[config.mk]
export PLATFORM = sky130hd
export DESIGN_NAME = aib_cfg_loader
export DESIGN_NICKNAME = d
export VERILOG_FILES = /design/src/rtl/aib_cfg_pkg.sv /design/src/rtl/aib_cfg_loader_settle_cnt.sv /design/src/rtl/aib_cfg_loader.sv
export SDC_FILE = /design/constraint.sdc
export NUM_CORES = 1
export LEC_CHECK = 0
export CAP_MARGIN = 20
export CELL_PAD_IN_SITES_DETAIL_PLACEMENT = 2
export CELL_PAD_IN_SITES_GLOBAL_PLACEMENT = 2
export CORE_ASPECT_RATIO = 2
export CORE_MARGIN = 5
export CORE_UTILIZATION = 34
export DETAILED_ROUTE_END_ITERATION = 10
export GPL_TIMING_DRIVEN = 1
export MAX_ROUTING_LAYER = met4
export PLACE_DENSITY = 0.84
export SYNTH_ARGS = -nofsm -noshare
export SYNTH_HDL_FRONTEND = slang
export SYNTH_SLANG_ARGS = --single-unit
[constraint.sdc]
create_clock -name i_aux_clk -period 18.85 [get_ports i_aux_clk]
set_input_delay 1.885 -clock i_aux_clk [delete_from_list [all_inputs] [get_ports i_aux_clk]]
set_output_delay 1.885 -clock i_aux_clk [all_outputs]
set_load 0.01 [all_outputs]
[src/rtl/aib_cfg_pkg.sv]
// aib_cfg_pkg - shared types and constants for the AIB configuration loader.
//   aib_cfg_state_e : loader FSM states (SETTLE, LOAD, DONE, ERR).
//   AIB_CFG_DEFAULT : per-register reset image used when the shadow bank
//                     is built in (AIB_CFG_SHADOW_EN).
package aib_cfg_pkg;

  typedef enum logic [1:0] {
    SETTLE = 2'd0,
    LOAD   = 2'd1,
    DONE   = 2'd2,
    ERR    = 2'd3
  } aib_cfg_state_e;

  // Default register image: fixed signature in the upper bits, register
  // number in the low byte, so an unconfigured bank is easy to recognise.
  function automatic logic [31:0] AIB_CFG_DEFAULT(input int unsigned k);
    logic [31:0] k_w;
    k_w = k;
    AIB_CFG_DEFAULT = 32'hA1B0_0000 | {24'h00_0000, k_w[7:0]};
  endfunction

endpackage

[src/rtl/aib_cfg_loader_settle_cnt.sv]
// aib_cfg_settle_cnt - post-reset settle timer.
// Counts SETTLE_CYC clock edges after reset release and raises tick_o for
// exactly one cycle, aligned so that a consumer registering on tick_o
// changes state on edge number SETTLE_CYC. Re-arms only through reset.
// Ports:
//   clk_i  : clock
//   rst_i  : asynchronous active-high reset
//   tick_o : one-cycle terminal pulse
module aib_cfg_settle_cnt #(
  parameter int unsigned SETTLE_CYC = 64
) (
  input  logic clk_i,
  input  logic rst_i,
  output logic tick_o
);

  localparam int unsigned CNT_W = (SETTLE_CYC > 1) ? $clog2(SETTLE_CYC) : 1;

  logic [CNT_W-1:0] cnt_q;
  logic             armed_q;

  // Down-counter from SETTLE_CYC-1; disarms itself once the terminal count fires.
  always_ff @(posedge clk_i or posedge rst_i) begin
    if (rst_i) begin
      cnt_q   <= CNT_W'(SETTLE_CYC - 1);
      armed_q <= 1'b1;
    end else if (armed_q) begin
      if (cnt_q == '0) begin
        armed_q <= 1'b0;
      end else begin
        cnt_q <= cnt_q - CNT_W'(1);
      end
    end else begin
      cnt_q   <= cnt_q;
      armed_q <= 1'b0;
    end
  end

  assign tick_o = armed_q & (cnt_q == '0);

endmodule

[src/rtl/aib_cfg_loader.sv]
// aib_cfg_loader - configuration loader for the AIB channel.
// Streams NUM_REGS configuration words plus one XOR checksum word over a
// valid/ready handshake into the channel register bank, verifies the
// checksum and flags done (used to release system/adapter resets) or error.
// Optional feature macro: AIB_CFG_SHADOW_EN - words land in a shadow bank
// and the visible bank is committed atomically on successful verification.
// Ports:
//   i_aux_clk     : clock
//   i_rst         : asynchronous active-high reset
//   i_cfg_valid   : word valid          o_cfg_ready : loader accepts a word
//   i_cfg_data    : config/checksum     i_cfg_last  : marks checksum word
//   i_cfg_restart : restart loading pulse
//   o_cfg_regs    : register bank, reg k at [k*DATA_W +: DATA_W]
//   o_config_done : loaded and verified o_cfg_err   : sticky load error
//   o_busy        : settling or loading
module aib_cfg_loader
  import aib_cfg_pkg::*;
#(
  parameter int unsigned NUM_REGS   = 16,
  parameter int unsigned DATA_W     = 32,
  parameter int unsigned SETTLE_CYC = 64
) (
  input  logic                         i_aux_clk,
  input  logic                         i_rst,
  input  logic                         i_cfg_valid,
  output logic                         o_cfg_ready,
  input  logic [DATA_W-1:0]            i_cfg_data,
  input  logic                         i_cfg_last,
  input  logic                         i_cfg_restart,
  output logic [NUM_REGS*DATA_W-1:0]   o_cfg_regs,
  output logic                         o_config_done,
  output logic                         o_cfg_err,
  output logic                         o_busy
);

  localparam int unsigned IDX_W = $clog2(NUM_REGS + 1);
  localparam int unsigned ADR_W = $clog2(NUM_REGS);

  aib_cfg_state_e    state_q;
  logic [IDX_W-1:0]  idx_q;
  logic [IDX_W-1:0]  idx_d;
  logic [DATA_W-1:0] xor_q;
  logic [DATA_W-1:0] xor_d;
  logic              ready_q;
  logic              done_q;
  logic              err_q;
  logic              busy_q;
  logic [DATA_W-1:0] bank_q [NUM_REGS];
`ifdef AIB_CFG_SHADOW_EN
  logic [DATA_W-1:0] shadow_q [NUM_REGS];
`endif

  logic              settle_tick_s;
  logic              hs_s;
  logic              at_cks_s;
  logic              cks_ok_s;
  logic [ADR_W-1:0]  wr_adr_s;

  aib_cfg_settle_cnt #(
    .SETTLE_CYC (SETTLE_CYC)
  ) u_settle (
    .clk_i  (i_aux_clk),
    .rst_i  (i_rst),
    .tick_o (settle_tick_s)
  );

  // ready_q is only ever set in LOAD, so it doubles as the LOAD qualifier.
  assign hs_s     = i_cfg_valid & ready_q;
  assign at_cks_s = (idx_q == IDX_W'(NUM_REGS));
  assign cks_ok_s = i_cfg_last & (i_cfg_data == xor_q);
  assign wr_adr_s = idx_q[ADR_W-1:0];
  assign idx_d    = idx_q + IDX_W'(1);
  assign xor_d    = xor_q ^ i_cfg_data;

  // Loader FSM with its datapath and registered status outputs.
  always_ff @(posedge i_aux_clk or posedge i_rst) begin
    if (i_rst) begin
      state_q <= SETTLE;
      idx_q   <= '0;
      xor_q   <= '0;
      ready_q <= 1'b0;
      done_q  <= 1'b0;
      err_q   <= 1'b0;
      busy_q  <= 1'b1;
      for (int k = 0; k < NUM_REGS; k++) begin
`ifdef AIB_CFG_SHADOW_EN
        bank_q[k]   <= DATA_W'(AIB_CFG_DEFAULT(k));
        shadow_q[k] <= DATA_W'(AIB_CFG_DEFAULT(k));
`else
        bank_q[k]   <= '0;
`endif
      end
    end else begin
      case (state_q)
        SETTLE: begin
          // Restart is deliberately ignored until the settle time has elapsed.
          if (settle_tick_s) begin
            state_q <= LOAD;
            ready_q <= 1'b1;
          end
        end
        LOAD: begin
          if (i_cfg_restart) begin
            // Restart beats a coincident handshake; that word is dropped.
            idx_q <= '0;
            xor_q <= '0;
          end else if (hs_s) begin
            if (!at_cks_s) begin
              if (i_cfg_last) begin
                // Premature last: abort without writing the word.
                state_q <= ERR;
                ready_q <= 1'b0;
                err_q   <= 1'b1;
                busy_q  <= 1'b0;
              end else begin
`ifdef AIB_CFG_SHADOW_EN
                shadow_q[wr_adr_s] <= i_cfg_data;
`else
                bank_q[wr_adr_s]   <= i_cfg_data;
`endif
                idx_q <= idx_d;
                xor_q <= xor_d;
              end
            end else if (cks_ok_s) begin
              state_q <= DONE;
              ready_q <= 1'b0;
              done_q  <= 1'b1;
              busy_q  <= 1'b0;
`ifdef AIB_CFG_SHADOW_EN
              bank_q  <= shadow_q;
`endif
            end else begin
              state_q <= ERR;
              ready_q <= 1'b0;
              err_q   <= 1'b1;
              busy_q  <= 1'b0;
            end
          end
        end
        DONE, ERR: begin
          if (i_cfg_restart) begin
            state_q <= LOAD;
            idx_q   <= '0;
            xor_q   <= '0;
            ready_q <= 1'b1;
            done_q  <= 1'b0;
            err_q   <= 1'b0;
            busy_q  <= 1'b1;
          end
        end
        default: begin
          state_q <= SETTLE;
          ready_q <= 1'b0;
          done_q  <= 1'b0;
          err_q   <= 1'b0;
          busy_q  <= 1'b1;
        end
      endcase
    end
  end

  for (genvar g = 0; g < NUM_REGS; g++) begin : g_out
    assign o_cfg_regs[g*DATA_W +: DATA_W] = bank_q[g];
  end

  assign o_cfg_ready   = ready_q;
  assign o_config_done = done_q;
  assign o_cfg_err     = err_q;
  assign o_busy        = busy_q;

endmodule

==> metrics, run 1 <==
largest net degree at the start of global routing=190; outcome=finished clean; initial antenna violation count=3; RR Startpoint=idx_q[0]$_DFFE_PP0P_; flops & latches, synth=562; standard-cell row count=132; Hold Crit Class=flip-flop to flip-flop; Antenna Violating Nets Remaining=0; fin crit share=0.2331; Critical Path Start Type=input port; clock tree buffer depth=3; final wirelength=84390 um; RSZ-0062 raised after global routing=no; Die ar.=70440 sq um; placed insts=2806; Clk Latency, worst-skew pair=0.58 ns; max_cap viols=0; Finish-stage setup viols=0; Worst Setup End Kind=flip-flop; Cell variety after synth=46; Max Freq=227.6 MHz; vias in the first global route=17070; Static Leak=0.01447 uW; gpl congestion=0.7874; DRC=0; asr flop ratio synth=1.000; H-tree levels=2; CTS Sinks=562; DR WL/cell=29.08 um; EDFF count, synth=0; Slew @ Worst Pin=1.120 ns; Area Overhead vs Synth=37.06%; CP Data Arrival Time=4.84 ns; CTS root buffer=clkbuf_16; syn_nets=1514; HPWL after DPL=57120 um; Worst Setup SP=i_cfg_restart; via/cell ratio=5.020; Mapped Cells=1471; Core Area=64580 sq um; Inserted Clock Buffers=51; Post-layout nets=2035; Port Buffer Count=552; worst reg2reg setup slack=15.58 ns; GRT Overall Usage=0.2401; register area share after synthesis=0.6375; Slew Limit Fails=0; number of failing hold endpoints at the final stage=0; routed via count=14570; commonest non-fill, non-tap cell in the layout=dfrtp_1; Initial Utilization=0.3419; r2r endpoint=o_cfg_regs[41]$_DFFE_PP0P_; Max Fanout on Critical Path=32; setup_tns=0 ns; fin crit period=4.394 ns; first-pass GRT wire length=122200 um; die width=190.2 um; worst reg-to-reg path cell count=7; CP Data Required Time=19.30 ns; synthesized cell area=22080 sq um; commonest cells after routing, fill and taps aside=dfrtp_1 (554), clkdlybuf4s50_1 (552), mux2_2 (501); CTS tree=built; clock slew seen by the registers of the worst setup and hold paths=0.07 ns; synth warn=0; drt first-iter violations=527; final hold slack=0.4990 ns; share of layout cells above drive strength 1=0.3277; pwr/cell area=92.52 nW/um^2; Finished Layout Cells=2902; die height=370.4 um; Setup CP Type=input port to flip-flop; post-route clock skew=0.01567 ns; CP endpoint=o_cfg_regs[183]$_DFFE_PP0P_; Initial DRT Pass Iterations=4; Avg Inst Size Synth=15.01 sq um; post-cts resize count=0; Slew Limit Headroom=0.2535; CTS Hold Buffers Added=0; GRT overflow=0; Primary FF master, synth=dfrtp_1; # Post-CTS Setup Buffers=0; Ports=553; peak supply drop=0.00009165 V
## cell type report
class	instances	area (sq um)
tap	871	1090
timing repair buffer	593	5896
sequential	562	14070
clock inverter	17	181.4
antenna	2	5.005
clock buffer	73	1541
fill	6025	34320
inverter	8	37.54
multi-input combinational	776	7432
## power by group
part / switching [uW] / internal (uW) / leakage (uW)
registers: 53.1 / 1280 / 0.00773
logic: 191 / 194 / 0.00590
clock network: 471 / 610 / 0.000844
total: 715 / 2080 / 0.0145
## cells in the mapped netlist (all sizes together) (4+ instances only)
master / count / area (sq um)
nand2b: 4 / 25.02
inv: 7 / 26.28
mux2i: 6 / 60.06
o21ai: 40 / 200.2
xnor2: 31 / 271.5
nor3: 4 / 31.28
nand3: 6 / 30.03
nand4: 8 / 50.05
mux2: 512 / 5788
clkbuf: 66 / 247.7
nor2: 32 / 120.1
nor4: 4 / 25.02
dfrtp: 554 / 13860
nand3b: 23 / 172.7
nand2: 59 / 251.5
ha: 6 / 75.07
a21oi: 12 / 60.06
xor2: 4 / 35.03
dfstp: 8 / 210.2
buf: 59 / 322.8
## critical path, stage by stage
cell and delay [ns]:
clkdlybuf4s50_1 0.69, or3_1 0.56, nor3b_2 0.42, nand2_2 0.68, mux2_2 0.56
## kinds of logic (layout without fill, tap and decap cells)
logic type,count (synthesis),after routing,synth area share
adders and majority gates,6,6,0.003400
muxes,518,518,0.2649
and+or+nand+nor,155,155,0.03763
buffers and inverters,133,691,0.02720
other,0,2,0
xor gates and xnor gates,35,35,0.01389
AOI/OAI and AO/OA,62,62,0.01547
DFF,562,562,0.6375
## stage by stage
step	power, uW	cell area [sq um]	worst slack, ns	util
floorplan	1508	22080	1.261	-
global placement	1720	28450	13.94	0.4405
detailed placement	1740	28450	13.84	0.4405
CTS	2839	30170	14.43	0.4672
global route	2917	30260	14.17	0.4685
finish	2799	30260	14.46	0.4685
## worst min path at each step
| stage | start | end | slack, ns | cells past startpoint |
|---|---|---|---|---|
| after floorplan | xor_q[12]$_DFFE_PP0P_ | xor_q[12]$_DFFE_PP0P_ | 0.46 | 1 |
| after global placement | xor_q[12]$_DFFE_PP0P_ | xor_q[12]$_DFFE_PP0P_ | 0.47 | 1 |
| after detailed placement | o_cfg_regs[492]$_DFFE_PP0P_ | o_cfg_regs[492]$_DFFE_PP0P_ | 0.48 | 1 |
| after CTS | o_cfg_regs[492]$_DFFE_PP0P_ | o_cfg_regs[492]$_DFFE_PP0P_ | 0.50 | 1 |
| after global routing | xor_q[25]$_DFFE_PP0P_ | xor_q[25]$_DFFE_PP0P_ | 0.52 | 1 |
| final | o_cfg_regs[492]$_DFFE_PP0P_ | o_cfg_regs[492]$_DFFE_PP0P_ | 0.50 | 1 |
## layer usage
layer,share of wire,vias to the layer above,track usage
met4,0.051,0,0.09994
met3,0.062,161,0.05648
met2,0.54,535,0.4341
li1,-,6126,-
met5,0,-,-
met1,0.35,7747,0.2490
## registers in the layout, summed over array words and instances (netlist names)
name	cells
u_settle.armed_q	1
o_config_done	1
u_settle.cnt_q	6
o_cfg_ready	1
o_cfg_err	1
idx_q	5
o_busy	1
xor_q	32
state_q	2
o_cfg_regs	512
(Power assumes the default switching activity.)
==> run 2, diff against run 1 <==
clock period = 4.4 ns   (was 18.85 ns; I/O delays follow)
==> metrics, run 2 (synthesis results as in run 1) <==
Worst path slowest cell=or4_4; H-tree levels=2; Clk Latency, worst-skew pair=0.59 ns; share of layout cells above drive strength 1=0.3367; setup slack at placement=0.9037 ns; CP Data Arrival Time=3.67 ns; fin crit period=3.199 ns; Port Buffer Count=552; RSZ-0062 raised after global routing=no; CP Cell Sequence=inv_1 > ha_1 > nor4bb_1 > or4_4 > nor3_4 > nand2_4 > mux2_2; Setup CP Type=flip-flop to flip-flop; Initial Utilization=0.3419; CTS tree=built; Worst Setup SP=idx_q[0]$_DFFE_PP0P_; GRT Overall Usage=0.2509; placed insts=2828; outcome=finished clean; Slew Limit Fails=0; standard-cell row count=132; Slew Limit Headroom=0.2552; number of failing hold endpoints at the final stage=0; die height=370.4 um; CTS Hold Buffers Added=0; vias in the first global route=17650; max FFs per register=512; RR Startpoint=idx_q[0]$_DFFE_PP0P_; met2 GRT Util=0.4637; # Post-CTS Setup Buffers=0; Finished Layout Cells=2929; commonest cells after routing, fill and taps aside=dfrtp_1 (554), clkdlybuf4s50_1 (552), mux2_2 (501); post-layout util=0.4739; DR WL/cell=29.62 um; Critical Path Start Type=flip-flop; Slew @ Worst Pin=1.114 ns; Max Freq=312.6 MHz; Hold Crit Class=input port to async pin; GR met3 Demand/Resource=0.05374; Antenna Violating Nets Remaining=0; initial antenna violation count=4; drt first-iter violations=390; Max Fanout on Critical Path=32; Fillers=6090; Worst Setup End Kind=flip-flop; die width=190.2 um; Die ar.=70440 sq um; Initial DRT Pass Iterations=4; clock tree buffer depth=3; Pwr Total=12460 uW; clock slew seen by the registers of the worst setup and hold paths=0.07 ns; Most Used Layer, Global Route=met2; Area Overhead vs Synth=38.64%; post-route clock skew=0.01900 ns; Inserted Clock Buffers=53; CTS root buffer=clkbuf_16; Finish-stage setup viols=0; Static Leak=0.01465 uW; commonest non-fill, non-tap cell in the layout=dfrtp_1; Post-layout nets=2055; gpl congestion=0.8083; CP bufs+invs=1; peak supply drop=0.0003142 V; GRT overflow=0; critical path's largest stage delay=0.66 ns; pwr/cell area=407.0 nW/um^2; fin crit share=0.7271; post-cts resize count=0; Ports=553; CTS Sinks=562; max_cap viols=0; final wirelength=86760 um; met1 GRT Util=0.2531; DRC=0; worst setup margin=1.201 ns; routed via count=14620; top cell family by delay on the critical path=simple AND/OR/NAND/NOR gates; HPWL after DPL=61070 um; first-pass GRT wire length=127000 um; via/cell ratio=4.991; largest net degree at the start of global routing=92; CP Data Required Time=4.87 ns; Core Area=64580 sq um
run 2: cell count changes in the layout (fill, tap and decap cells not counted), sizes merged:
| cell | delta |
|---|---|
| diode | +1 |
| clkinv | +3 |
| bufinv | +4 |
| inv | -2 |
| clkbuf | +2 |
| buf | +18 |
| clkinvlp | +1 |
run 2: path summary, 6_finish.rpt:
check | cells past startpoint | end | slack [ns]
min reg2reg | 1 | o_cfg_regs[500]$_DFFE_PP0P_ | 0.50
min | 2 | o_cfg_regs[5]$_DFFE_PP0P_ | 0.41
min in group i_aux_clk | 1 | o_cfg_regs[500]$_DFFE_PP0P_ | 0.50
max | 7 | o_cfg_regs[104]$_DFFE_PP0P_ | 1.20
max in group asynchronous | 4 | o_cfg_regs[402]$_DFFE_PP0P_ | 2.76
max reg2reg | 7 | o_cfg_regs[104]$_DFFE_PP0P_ | 1.20
run 2: cell type report:
cell class	instances	area (sq um)	share of cell area
tap	871	1090	0.03561
multi-input combinational	776	7432	0.2428
timing repair buffer	611	6056	0.1979
clock inverter	23	311.5	0.01018
clock buffer	75	1602	0.05233
inverter	8	33.78	0.001104
sequential	562	14070	0.4598
antenna	3	7.507	0.0002453
run 2: report_power, final:
group	leakage, uW	switching, uW	total [uW]	internal, uW
logic	0.00599	844	1690	845
clock network	0.000939	2080	5030	2950
registers	0.00773	247	5740	5490
run 2: metrics by stage:
step	hold slack [ns]	setup TNS [ns]	cell area [sq um]
finish	0.4105	0	30610
global route	0.4459	0	30600
CTS	0.4023	0	30600
detailed placement	0.4822	0	28690
global placement	0.4729	0	28670
floorplan	0.4638	-2053.89	22080
run 2: layer usage:
| layer | vias to the layer above | wire length [um] |
|---|---|---|
| met3 | 174 | 5090 |
| met1 | 7719 | 29970 |
| met2 | 553 | 47360 |
| li1 | 6174 | - |
| met5 | - | 0 |
| met4 | 0 | 4343 |
run 2: worst register-to-register path, cell delays in order (launching register included):
cell and delay [ns]:
dfrtp_1 0.44, inv_1 0.09, ha_1 0.33, nor4bb_1 0.21
or4_4 0.66, nor3_4 0.43, nand2_4 0.43, mux2_2 0.48
